==> src/rtl/cpu_pkg.sv <==
// rtl/cpu_pkg.sv - shared CPU types and constants for the hazard controller
package cpu_pkg;

    localparam int REG_ADDR_W  = 4;
    localparam int STALL_CNT_W = 16;

    localparam logic [STALL_CNT_W-1:0] STALL_CNT_MAX = '1;

    typedef enum logic [1:0] {
        RUN    = 2'b00,
        DRAIN  = 2'b01,
        HALTED = 2'b10
    } ctrl_state_t;

    // A source depends on a destination only if it is really read and is not R0.
    function automatic logic src_match(
        input logic                  used,
        input logic [REG_ADDR_W-1:0] src,
        input logic [REG_ADDR_W-1:0] dst
    );
        return used && (src != '0) && (src == dst);
    endfunction

endpackage

==> src/rtl/pipe_hazard_ctrl_hazard_detect.sv <==
// rtl/pipe_hazard_ctrl_hazard_detect.sv - ID source vs EX/MEM destination compare
module hazard_detect
    import cpu_pkg::*;
(
    input  logic [REG_ADDR_W-1:0] id_rs_addr,
    input  logic [REG_ADDR_W-1:0] id_rt_addr,
    input  logic                  id_rs_used,
    input  logic                  id_rt_used,
    input  logic [REG_ADDR_W-1:0] ex_wr_addr,
    input  logic [REG_ADDR_W-1:0] mem_wr_addr,
    input  logic                  ex_reg_write,
    input  logic                  mem_reg_write,
    input  logic                  ex_mem_to_reg,
    output logic                  load_use,
    output logic                  raw_hazard
);

    logic ex_dep;
    logic mem_dep;

    // ID operand dependencies on in-flight writers; WB is write-before-read so it is not checked.
    always_comb begin
        ex_dep     = ex_reg_write &&
                     (src_match(id_rs_used, id_rs_addr, ex_wr_addr) ||
                      src_match(id_rt_used, id_rt_addr, ex_wr_addr));
        mem_dep    = mem_reg_write &&
                     (src_match(id_rs_used, id_rs_addr, mem_wr_addr) ||
                      src_match(id_rt_used, id_rt_addr, mem_wr_addr));
        load_use   = ex_dep && ex_mem_to_reg;
        raw_hazard = ex_dep || mem_dep;
    end

endmodule

==> src/rtl/pipe_hazard_ctrl.sv <==
// rtl/pipe_hazard_ctrl.sv - pipeline stall/flush/halt controller; PIPE_HAZARD_FWD_EN selects forwarding build
module pipe_hazard_ctrl
    import cpu_pkg::*;
(
    input  logic                   clk,
    input  logic                   rst_n,
    input  logic [REG_ADDR_W-1:0]  id_rs_addr,
    input  logic [REG_ADDR_W-1:0]  id_rt_addr,
    input  logic                   id_rs_used,
    input  logic                   id_rt_used,
    input  logic [REG_ADDR_W-1:0]  ex_wr_addr,
    input  logic [REG_ADDR_W-1:0]  mem_wr_addr,
    input  logic                   ex_reg_write,
    input  logic                   mem_reg_write,
    input  logic                   ex_mem_to_reg,
    input  logic                   mem_req,
    input  logic                   mem_rdy,
    input  logic                   branch_taken,
    input  logic                   id_hlt,
    input  logic                   wb_hlt,
    output logic                   pc_stall,
    output logic                   if_id_stall,
    output logic                   if_id_flush,
    output logic                   id_ex_stall,
    output logic                   id_ex_flush,
    output logic                   ex_mem_stall,
    output logic                   mem_wb_stall,
    output logic                   halted,
    output logic [STALL_CNT_W-1:0] stall_cnt
);

    ctrl_state_t state;
    logic        mem_wait;
    logic        load_use;
    logic        id_hazard;

`ifdef PIPE_HAZARD_FWD_EN
    hazard_detect u_hazard_detect (
        .id_rs_addr    (id_rs_addr),
        .id_rt_addr    (id_rt_addr),
        .id_rs_used    (id_rs_used),
        .id_rt_used    (id_rt_used),
        .ex_wr_addr    (ex_wr_addr),
        .mem_wr_addr   (mem_wr_addr),
        .ex_reg_write  (ex_reg_write),
        .mem_reg_write (mem_reg_write),
        .ex_mem_to_reg (ex_mem_to_reg),
        .load_use      (load_use),
        .raw_hazard    ()
    );

    // Forwarding covers ALU results; only a load feeding the next instruction must wait.
    assign id_hazard = load_use;
`else
    logic raw_hazard;

    hazard_detect u_hazard_detect (
        .id_rs_addr    (id_rs_addr),
        .id_rt_addr    (id_rt_addr),
        .id_rs_used    (id_rs_used),
        .id_rt_used    (id_rt_used),
        .ex_wr_addr    (ex_wr_addr),
        .mem_wr_addr   (mem_wr_addr),
        .ex_reg_write  (ex_reg_write),
        .mem_reg_write (mem_reg_write),
        .ex_mem_to_reg (ex_mem_to_reg),
        .load_use      (load_use),
        .raw_hazard    (raw_hazard)
    );

    // No forwarding: any pending writer of a used source blocks ID.
    assign id_hazard = raw_hazard | load_use;
`endif

    assign mem_wait = mem_req & ~mem_rdy;

    // Zero-latency pipeline controls; freeze beats flush beats bubble, and no register gets both.
    always_comb begin
        pc_stall     = 1'b0;
        if_id_stall  = 1'b0;
        if_id_flush  = 1'b0;
        id_ex_stall  = 1'b0;
        id_ex_flush  = 1'b0;
        ex_mem_stall = 1'b0;
        mem_wb_stall = 1'b0;
        if (state == HALTED || mem_wait) begin
            pc_stall     = 1'b1;
            if_id_stall  = 1'b1;
            id_ex_stall  = 1'b1;
            ex_mem_stall = 1'b1;
            mem_wb_stall = 1'b1;
        end else if (state == DRAIN) begin
            pc_stall    = 1'b1;
            if_id_flush = 1'b1;
        end else if (branch_taken) begin
            if_id_flush = 1'b1;
            id_ex_flush = 1'b1;
        end else if (id_hazard) begin
            pc_stall    = 1'b1;
            if_id_stall = 1'b1;
            id_ex_flush = 1'b1;
        end
    end

    // Halt sequencing FSM plus the saturating stall-cycle counter; halted tracks entry to HALTED.
    always_ff @(posedge clk or negedge rst_n) begin
        if (!rst_n) begin
            state     <= RUN;
            halted    <= 1'b0;
            stall_cnt <= '0;
        end else begin
            if (state != HALTED && pc_stall && stall_cnt != STALL_CNT_MAX) begin
                stall_cnt <= stall_cnt + 1'b1;
            end
            case (state)
                RUN: begin
                    if (!mem_wait && !branch_taken && id_hlt) begin
                        state <= DRAIN;
                    end
                end
                DRAIN: begin
                    if (!mem_wait && wb_hlt) begin
                        state  <= HALTED;
                        halted <= 1'b1;
                    end
                end
                HALTED: begin
                    state  <= HALTED;
                    halted <= 1'b1;
                end
                default: begin
                    state  <= RUN;
                    halted <= 1'b0;
                end
            endcase
        end
    end

endmodule

==> config.mk <==
export PLATFORM = sky130hd
export DESIGN_NAME = pipe_hazard_ctrl
export DESIGN_NICKNAME = d
export VERILOG_FILES = /design/src/rtl/cpu_pkg.sv /design/src/rtl/pipe_hazard_ctrl_hazard_detect.sv /design/src/rtl/pipe_hazard_ctrl.sv
export SDC_FILE = /design/constraint.sdc
export NUM_CORES = 1
export LEC_CHECK = 0
export ABC_AREA = 1
export ABC_CLOCK_PERIOD_IN_PS = 1900
export CELL_PAD_IN_SITES_DETAIL_PLACEMENT = 2
export CELL_PAD_IN_SITES_GLOBAL_PLACEMENT = 2
export CORE_UTILIZATION = 23
export DETAILED_ROUTE_END_ITERATION = 8
export GPL_TIMING_DRIVEN = 0
export PLACE_DENSITY = 0.87
export SETUP_SLACK_MARGIN = 0.5
export SLEW_MARGIN = 20
export SYNTH_ARGS = -nofsm -noshare
export SYNTH_HDL_FRONTEND = slang
export SYNTH_HIERARCHICAL = 1
export SYNTH_SLANG_ARGS = --single-unit
==> constraint.sdc <==
create_clock -name clk -period 1.9 [get_ports clk]
set_clock_uncertainty 0.15 [all_clocks]
set_input_delay 0.285 -clock clk [delete_from_list [all_inputs] [get_ports clk]]
set_output_delay 0.285 -clock clk [all_outputs]
set_load 0.01 [all_outputs]
==> impl_metrics.json <==
{
  "grt_usage_pct": 22.3,
  "syn_inst": 267,
  "grt_overflow": 0,
  "vias": 2111,
  "syn_avg_cell_area_um2": 5.99,
  "power.total_uw": 3050,
  "antenna_left": 0,
  "cts_buffer_depth": 2,
  "period_share_pct": 106,
  "dp_hpwl_um": 4360,
  "worst_setup_path_start_kind": "flop",
  "synth_seq_area_share_pct": 29.7,
  "rsz0062_at_grt": "yes",
  "cpPeakStageDelay_ns": 0.45,
  "violations": "negative setup slack",
  "ys_warn_count": 6,
  "synth_fp_nets": 299,
  "pwr_density_cell_nw_per_um2": 1030,
  "arrival_ns": 1.58,
  "layout_min_cycle_time_ns": 2.01,
  "slew_headroom_pct": 31.7,
  "routed_wirelength_um": 9000,
  "final_area_um2": 2970,
  "insertion_delay_ns": 0.27,
  "path_clk_slew_ns": 0.09,
  "synth_area_leaders": "nand2_1 30%, dfrtp_1 30%, inv_1 7.7%",
  "reg2reg_slack_ns": -0.07,
  "nFillCells": 774,
  "num_rows": 30,
  "outcome": "complete, but fails checks",
  "placedCellCount": 398,
  "placed_cell_area_um2": 2260,
  "maxCapViolCount": 0,
  "gp_congestion": 0.734,
  "grt_max_degree": 20,
  "via_per_inst": 4.74,
  "fmax_ghz": 0.496,
  "drive_above_1_share_pct": 54.0,
  "path_cells": "ha_4 -> inv_1 -> nand3_2 -> a21oi_1 -> buf_2",
  "hold_slack_ns": 0.0288,
  "crit_buf_inv": 2,
  "setup_viol": 21,
  "cts_tree": "yes",
  "crit_type": "reg2out",
  "synth.distinct_cells": 22,
  "hp-class": "in2async",
  "cts_buffers": 3,
  "die_w_um": 85.4,
  "fin_cells": 445,
  "multiInputGateArea_um2": 1240,
  "final_nets": 398,
  "port_buffers": 51,
  "syn_to_final_growth_pct": 85.6,
  "synth_top_area_share_pct": 29.8,
  "rr_worst_depth": 9,
  "initial_core_util_pct": 23.7,
  "die-area_um2": 7290,
  "antenna_found_initial": 0,
  "ys_ff_latch": 19,
  "wl_per_cell_um": 20.2,
  "layout_setup_ws_ns": -0.114,
  "crit_fanout": 3,
  "cts_max_level": 1,
  "hold_violations": 0,
  "core_um2": 6760,
  "r2r_start": "state[1]$_DFFE_PN0P_",
  "end_kind": "primary output",
  "leakagePower_uw": 0.00155,
  "ir_drop_mv": 0.603,
  "drt_iter0_drc": 74,
  "antennaDiodeCount": 0,
  "dr.pass1.iters": 4,
  "drc": 0,
  "seqCellArea_um2": 488,
  "cp_top_family": "flip-flops",
  "drv_slew": 0,
  "root_buffer": "clkbuf_8",
  "max_slew.worst_pin.slew_ns": 1.02,
  "clock-sinks": 19,
  "grt_pass1_wl_um": 12500,
  "synth_top_cell_by_area": "nand2_1",
  "slowest_stage": "dfrtp_1",
  "ios": 52,
  "syn_area_um2": 1600,
  "cp.required_ns": 1.46,
  "dieHeight_um": 85.4,
  "r2r_end": "stall_cnt[7]$_DFFE_PN0P_",
  "grt_pass1_vias": 2320
}
[layout make-up]
cell class                 count  share of cell area (%)
buffer                         4                    1.26
clock buffer                   3                    1.39
clock inverter                 1                   0.169
inverter                      37                    5.44
multi-input combinational    207                    41.9
sequential                    19                    16.4
tap                           80                    3.37
timing repair buffer          94                    30.0
[kinds of logic after synthesis]
| logic type | share of synthesized area [%] |
|---|---|
| AND/OR/NAND/NOR | 46.1 |
| XOR/XNOR | 5.48 |
| buffers and inverters | 10.8 |
| AO/OA/AOI/OAI | 4.77 |
| flip-flops | 29.7 |
| adder cells (fa/ha/maj) | 3.13 |
[metrics by stage]
stage | worst slack (ns) | setup TNS (ns) | utilization [%]
finish | -0.114 | -1.10 | 43.9
global route | -0.189 | -3.18 | 43.9
CTS | 0.0136 | 0 | 39.9
detailed placement | -0.980 | -16.41 | 33.5
global placement | -0.936 | -15.85 | 33.5
floorplan | 0.203 | 0 | -
[metal layers]
metal / wire [um] / track usage (%) / vias up
met5: 0 / 0 / -
met4: 108 / 6.36 / 0
met3: 157 / 1.26 / 11
met2: 4950 / 42.7 / 37
met1: 3790 / 26.7 / 1066
li1: - / - / 997
[Yosys cell counts]
cell and n:
a21oi_1 4, nor2_2 4, nand2_2 1, inv_2 4
dfrtp_1 19, inv_1 33, xor2_1 6, buf_6 1
xnor2_1 4, nand3b_1 2, nor2_1 30, nor2_4 1
a31oi_1 1, a21oi_2 1, nand3_1 11, nand2_1 127
a21boi_2 1, buf_4 3, nand4_1 2, nand2_4 2
o21ai_0 6, ha_1 4
[registers in the layout, indices dropped and copies added (netlist names)]
register   count
halted         1
stall_cnt     16
state          2
[power breakdown]
part / switching [uW] / internal (uW) / leakage, uW
Clock: 172 / 147 / 0.0000255
Sequential: 88.3 / 496 / 0.000237
Combinational: 1110 / 1050 / 0.00128
[what timing repair did]
action | 4_1_cts | 5_1_grt
cloned | 1 | 0
setup buffers | 36 | 6
gates resized for setup | 224 | 83
pin swaps | 34 | 39
endpoints found under the setup margin | 40 | 60
hold buffers | 0 | 0
[worst max-delay path by stage]
stage                         start                        to  cells after the start
6_report       state[1]$_DFFE_PN0P_               id_ex_flush                      5
2_1_floorplan         id_rt_addr[3]  stall_cnt[2]$_DFFE_PN0P_                     16
5_1_grt               id_rs_addr[2]  stall_cnt[7]$_DFFE_PN0P_                     17
3_3_place_gp          id_rt_addr[3]                  pc_stall                     12
4_1_cts               id_rt_addr[0]               if_id_stall                     12
3_5_place_dp          id_rt_addr[3]                  pc_stall                     12
[placed cells by master (no fill, tap or decap), types with 9 or more instances in the layout]
cell and count:
nand2_1 81, nor2_4 10, buf_6 31, inv_1 18
nand2_4 9, nor2_1 15, dfrtp_2 10, inv_2 15
dfrtp_1 9, nand2_2 40, buf_4 32, nor2_2 10
Power figures use the tool's default switching activity.
